## src/rtl/dmem_arbiter.sv

```systemverilog
// dmem_arbiter: shares the single-port data memory between the CPU port and the DMA port,
// with CPU priority, bounded DMA starvation and a DMA burst lock.
module dmem_arbiter #(
    parameter int ADDR_W   = 14,
    parameter int MAX_WAIT = 4
) (
    input  logic              clk,
    input  logic              rst,
    input  logic              cpu_req_valid,
    output logic              cpu_req_ready,
    input  logic [ADDR_W-1:0] cpu_req_addr,
    input  logic [3:0]        cpu_req_we,
    input  logic [31:0]       cpu_req_wdata,
    output logic              cpu_rsp_valid,
    output logic [31:0]       cpu_rsp_rdata,
    input  logic              dma_req_valid,
    output logic              dma_req_ready,
    input  logic [ADDR_W-1:0] dma_req_addr,
    input  logic [3:0]        dma_req_we,
    input  logic [31:0]       dma_req_wdata,
    input  logic              dma_req_last,
    output logic              dma_rsp_valid,
    output logic [31:0]       dma_rsp_rdata,
    output logic              mem_en,
    output logic [3:0]        mem_we,
    output logic [ADDR_W-1:0] mem_addr,
    output logic [31:0]       mem_din,
    input  logic [31:0]       mem_dout
);
    localparam int CW = $clog2(MAX_WAIT + 1);
    localparam logic [CW-1:0] WMAX = CW'(MAX_WAIT);

    typedef enum logic {IDLE, BURST} state_t;

    state_t        state_q, state_d;
    logic [CW-1:0] wait_q, wait_d;
    logic          rd_cpu_q, rd_dma_q;
    logic          gnt_cpu, gnt_dma, timeout;

    always_comb begin
        gnt_dma = (state_q == BURST) ? dma_req_valid
                                     : dma_req_valid && (!cpu_req_valid || wait_q == WMAX);
        gnt_cpu = (state_q == IDLE) && cpu_req_valid && !gnt_dma;
        timeout = (state_q == BURST) && !dma_req_valid && (wait_q == WMAX - 1'b1);
        state_d = state_q;
        wait_d  = wait_q;
        if (gnt_dma) begin
            wait_d  = '0;
            state_d = dma_req_last ? IDLE : BURST;
        end else if (dma_req_valid) begin
            wait_d = (wait_q == WMAX) ? wait_q : wait_q + 1'b1;
        end else if (state_q == BURST) begin
            // idle-timeout: the lock is released the cycle the count reaches MAX_WAIT
            wait_d  = timeout ? '0 : wait_q + 1'b1;
            state_d = timeout ? IDLE : BURST;
        end
    end

    always_ff @(posedge clk or posedge rst) begin
        if (rst) begin
            state_q  <= IDLE;
            wait_q   <= '0;
            rd_cpu_q <= 1'b0;
            rd_dma_q <= 1'b0;
        end else begin
            state_q  <= state_d;
            wait_q   <= wait_d;
            rd_cpu_q <= gnt_cpu && cpu_req_we == 4'b0000;
            rd_dma_q <= gnt_dma && dma_req_we == 4'b0000;
        end
    end

    assign cpu_req_ready = gnt_cpu;
    assign dma_req_ready = gnt_dma;
    assign mem_en        = gnt_cpu || gnt_dma;
    assign mem_we        = gnt_cpu ? cpu_req_we    : gnt_dma ? dma_req_we    : '0;
    assign mem_addr      = gnt_cpu ? cpu_req_addr  : gnt_dma ? dma_req_addr  : '0;
    assign mem_din       = gnt_cpu ? cpu_req_wdata : gnt_dma ? dma_req_wdata : '0;
    assign cpu_rsp_valid = rd_cpu_q;
    assign dma_rsp_valid = rd_dma_q;
    assign cpu_rsp_rdata = mem_dout;
    assign dma_rsp_rdata = mem_dout;
endmodule

```

## config.mk

```make
export PLATFORM = sky130hd
export DESIGN_NAME = dmem_arbiter
export DESIGN_NICKNAME = d
export VERILOG_FILES = /design/src/rtl/dmem_arbiter.sv
export SDC_FILE = /design/constraint.sdc
export NUM_CORES = 1
export LEC_CHECK = 0
export CORE_AREA = 2 2 100 102
export DETAILED_ROUTE_END_ITERATION = 12
export DIE_AREA = 0 0 102 104
export PLACE_DENSITY_LB_ADDON = 0.08
export SYNTH_ARGS = -nofsm -noshare
export SYNTH_HDL_FRONTEND = slang
export SYNTH_SLANG_ARGS = --single-unit
```

## constraint.sdc

```tcl
create_clock -name clk -period 4.62 [get_ports clk]
set_input_delay 0.924 -clock clk [delete_from_list [all_inputs] [get_ports clk]]
set_output_delay 0.924 -clock clk [all_outputs]
set_load 0.03 [all_outputs]
```

After elaboration in Yosys (flattened, before gate mapping)
Cells that the tools add are included.
{"block": "op_classes", "add_sub_neg": 1, "n_lt_le_gt_ge": 0, "multipliers": 0, "mux": 17, "div_mod_pow": 0, "eq_ne": 4, "n_shift": 0, "reduce_logical": 16, "bitwise": 1}
{"op": "$mux W32", "count": 2}
{"op": "$mux W14", "count": 2}
{"op": "$mux W3", "count": 5}
{"op": "$logic_not A4 Y1", "count": 2}
{"op": "$mux W4", "count": 2}
{"op": "$logic_and A1 B1 Y1", "count": 7}
{"op": "$mux W1", "count": 6}
{"op": "$add A3 B1 Y3 const B", "count": 1}
{"op": "$eq A3 B2 Y1 const B", "count": 1}
{"op": "$eq A3 B3 Y1 const B", "count": 1}
{"op": "$logic_not A1 Y1", "count": 3}
{"op": "$ne A3 B3 Y1 const B", "count": 1}
{"op": "$reduce_bool A3 Y1", "count": 1}
{"op": "$logic_or A1 B1 Y1", "count": 2}
{"op": "$ne A2 B1 Y1 const B", "count": 1}
{"op": "$reduce_and A2 Y1", "count": 1}
{"op": "$not A1 Y1", "count": 1}
{"block": "totals", "elab_cells": 43, "mem_bits_rw": 0, "output_inout_bits": 119, "latchBits": 0, "n_memories": 0, "reg_bits": 6, "rom_bits": 0}

Depth between registers and ports, before layout
{"block": "depth", "depth_word": 7, "depth_mapped": 7, "mapped_depth_nobuf": 5}

Worst setup path before layout
Ideal clock, no wire load.
{"block": "synth_path", "path_kind": "input port to output port", "startpoint": "input port cpu_req_valid", "endpoint": "output port mem_we[2]", "arrival_ns": 2.120, "n_path_buf": 1, "path_slack_ns": 1.576, "stages": 4, "path_cell_list": "nor2b_2 > a21oi_2 > buf_2 > mux2i_1"}
{"block": "synth_between", "elab_chain_len": 7, "elab_cells_between_ends": 9, "classes_between": "3 x mux; 6 x reduce/logical"}
{"element": "start, declared", "line_no": "9", "text": "input logic cpu_req_valid,"}
{"element": "$logic_not A1 Y1 (*)", "line_no": "42", "text": ": dma_req_valid && (!cpu_req_valid || wait_q == WMAX);"}
{"element": "$logic_or A1 B1 Y1 (*)", "line_no": "42"}
{"element": "$logic_and A1 B1 Y1 (*)", "line_no": "42"}
{"element": "$mux W1 (*)", "line_no": "41", "text": "gnt_dma = (state_q == BURST) ? dma_req_valid"}
{"element": "via dma_req_ready", "line_no": "17", "text": "output logic dma_req_ready,"}
{"element": "$logic_not A1 Y1", "line_no": "43", "text": "gnt_cpu = (state_q == IDLE) && cpu_req_valid && !gnt_dma;"}
{"element": "$logic_and A1 B1 Y1", "line_no": "43"}
{"element": "$mux W4 (*)", "line_no": "76", "text": "assign mem_we = gnt_cpu ? cpu_req_we : gnt_dma ? dma_req_we : '0;"}
{"element": "end, declared", "line_no": "25", "text": "output logic [3:0] mem_we,"}
The timed path passes the listed nets; every way through them passes the cells marked *.

Worst setup path after layout
{"block": "layout_path", "startpoint": "input port dma_req_valid", "endpoint": "output port mem_addr[12]"}
{"block": "layout_between", "elab_chain_len": 5, "elab_cells_between_ends": 6, "classes_between": "3 x mux; 3 x reduce/logical"}
{"element": "start, declared", "line_no": "16", "text": "input logic dma_req_valid,"}
{"element": "$logic_and A1 B1 Y1", "line_no": "42"}
{"element": "$mux W1 (*)", "line_no": "41"}
{"element": "$logic_not A1 Y1", "line_no": "43"}
{"element": "$logic_and A1 B1 Y1", "line_no": "43"}
{"element": "$mux W14 (*)", "line_no": "77", "text": "assign mem_addr = gnt_cpu ? cpu_req_addr : gnt_dma ? dma_req_addr : '0;"}
{"element": "end, declared", "line_no": "26", "text": "output logic [ADDR_W-1:0] mem_addr,"}
Every way passes the cells marked *; elsewhere a longest branch is shown, timed or not.

==> reports/metrics.cfg <==
[placed_design]
numPortBuffers=159
post-dp-hpwl_um=5210
gp_congestion=0.738
placed_area_sq_um=2630

[logic_synthesis]
syn-num-nets=304
yosysWarningCount=0
yosysSeqAreaShare=0.110
avgSynthCellArea_sq_um=8.31
synthCells=164
syn-cell-area_sq_um=1360
ys_seq_elements=6
ys_types=21

[layout]
nets=397
final_area_sq_um=2670
area_growth_pct=95.7
layout_commonest_cell=clkdlybuf4s50_1
fin_util=0.279
layout-drive-gt1-share=0.0471
antenna_cells=0
final_cell_mix=clkdlybuf4s50_1 (159), a22o_1 (50), nand2_1 (6), inv_1 (6), dfrtp_1 (6)

[sta]
fmax_mhz=246
tightest_slew_ns=0.433
hold_viol=0
slew_viol_final=0
period_share=0.880
rsz0062_at_grt=false
skew_ns=0.00255
relSlewSlack=0.711
finalCriticalPeriod_ns=4.06
setup_viol=0
final.setup.tns_ns=0

[power]
powerDensity_nw_per_um2=273
power_w=0.000729
p_leak_nw=1.04
vdd_drop_max_mv=0.101

[floorplan]
initial_core_util=0.143
core_sq_um=9550
num_rows=36
dieArea_sq_um=10600
die_y_um=104
fp.dieW_um=102
ioPinCount=256

[routing]
remaining_drc_errors=0
finalWirelength_um=6280
ant_nets=0
via_per_inst=3.96
firstDrtPassIters=4
vias=1538
avgRoutedWirePerCell_um=16.2
dr.first_iter.drc_count=34

[run_status]
outcome=complete, no violations

[clock_network]
clock_sinks=6
clock_path_buffers=2
cts_max_level=1
cts_tree=yes
cts_buffers=3
clockRootBuffer=clkbuf_8
hold_buffers=0
clk_pin_slew_ns=0.04
postCtsResizedCells=0
clkLatencyLatePin_ns=0.22
post-cts-setup-buffers=0

[critical_path]
regToRegStartpoint=wait_q[0]
crit_fanout=27
crit_arrival_ns=3.14
worst-setup-path-type=input port to output port
cpLargestDelayFamily=buffers and inverters
slowest_delay_ns=0.68
crit_buf_inv=4
path_cells=clkdlybuf4s50_1 > inv_2 > a21oi_4 > buf_12 > a22o_1 > clkdlybuf4s50_1
startpoint_type=input port
slowest_stage=clkdlybuf4s50_1
crit_top_cell=clkdlybuf4s50_1
required_ns=3.70
worstSetupStartpoint=dma_req_valid
end_kind=output port

[grt]
grt_max_degree=52
overflow=0
grt_usage=0.102
grt_pass1_wl_um=8400
grt_pass1_vias=1517
antenna_found_initial=0

[hold_path]
min_from=wait_q[0]
hp-class=flop to flop

[job]
cap_viol_max_count=0

==> path summary, 6_finish.rpt <==
check	to	slack (ns)	cells after the start
setup / recovery	mem_addr[12]	0.56	6
hold / removal	wait_q[0]	0.53	2
setup reg to reg	wait_q[0]	2.96	6
hold reg to reg	wait_q[0]	0.53	2
max in group asynchronous	wait_q[0]	3.48	2
min in group asynchronous	cpu_rsp_valid	0.93	2
==> report_power, final <==
part            total, W  internal, W  switching [W]
clock          0.0000772    0.0000559      0.0000213
combinational   0.000573     0.000283       0.000290
sequential     0.0000792    0.0000655      0.0000136
total           0.000729     0.000404       0.000325
==> cell usage after synthesis <==
| cell type | instances | share of area |
|---|---|---|
| buf_4 | 64 | 0.35 |
| a22o_1 | 50 | 0.32 |
| buf_2 | 6 | 0.022 |
| dfrtp_1 | 6 | 0.11 |
| inv_1 | 6 | 0.017 |
| nand2_1 | 6 | 0.017 |
| buf_6 | 5 | 0.041 |
| ha_1 | 3 | 0.028 |
| o21ai_0 | 3 | 0.011 |
| a21oi_1 | 2 | 0.0073 |
| and2_1 | 2 | 0.0092 |
| nor4_1 | 2 | 0.0092 |
| a21oi_2 | 1 | 0.0064 |
| a31oi_2 | 1 | 0.0092 |
| inv_2 | 1 | 0.0028 |
| mux2i_1 | 1 | 0.0073 |
| nand2b_4 | 1 | 0.010 |
| nor2_1 | 1 | 0.0028 |
| nor2b_1 | 1 | 0.0046 |
| nor2b_2 | 1 | 0.0064 |
| o21bai_1 | 1 | 0.0055 |
==> state kept, by name, indices dropped and copies added, names as in the netlist <==
register	cells
cpu_rsp_valid	1
dma_rsp_valid	1
state_q	1
wait_q	3
==> layer usage <==
metal / wire [um] / GRT usage / up-vias
li1: - / - / 711
met1: 2170 / 0.101 / 680
met2: 2970 / 0.182 / 121
met3: 988 / 0.0457 / 26
met4: 152 / 0.0419 / 0
met5: 0 / 0 / -
==> area by class of cell <==
class | count | area, sq um
Tap cell | 133 | 166
Sequential cell | 6 | 150
Inverter | 7 | 26.3
Fill cell | 1036 | 6880
Clock buffer | 3 | 41.3
Multi-Input combinational cell | 76 | 636
Timing Repair Buffer | 163 | 1650
==> tightest hold or removal path: stages, from the launching register on <==
cell and delay, ns:
dfrtp_1 0.36, nand2_1 0.06, o21ai_0 0.07
==> per-stage QoR <==
stage / cells / setup slack (ns) / hold slack, ns
after floorplan: 164 / 1.58 / 0.478
after global placement: 385 / 0.526 / 0.514
after detailed placement: 385 / 0.522 / 0.517
after CTS: 388 / 0.520 / 0.528
after global routing: 388 / 0.448 / 0.567
final: 388 / 0.556 / 0.526
==> kinds of logic after synthesis <==
kind of cell	share of synthesized area
mux	0.00735
flops	0.110
simple gates	0.0588
buf+inv	0.435
compound gates	0.361
fa+ha+maj	0.0276
(Power assumes the default switching activity.)
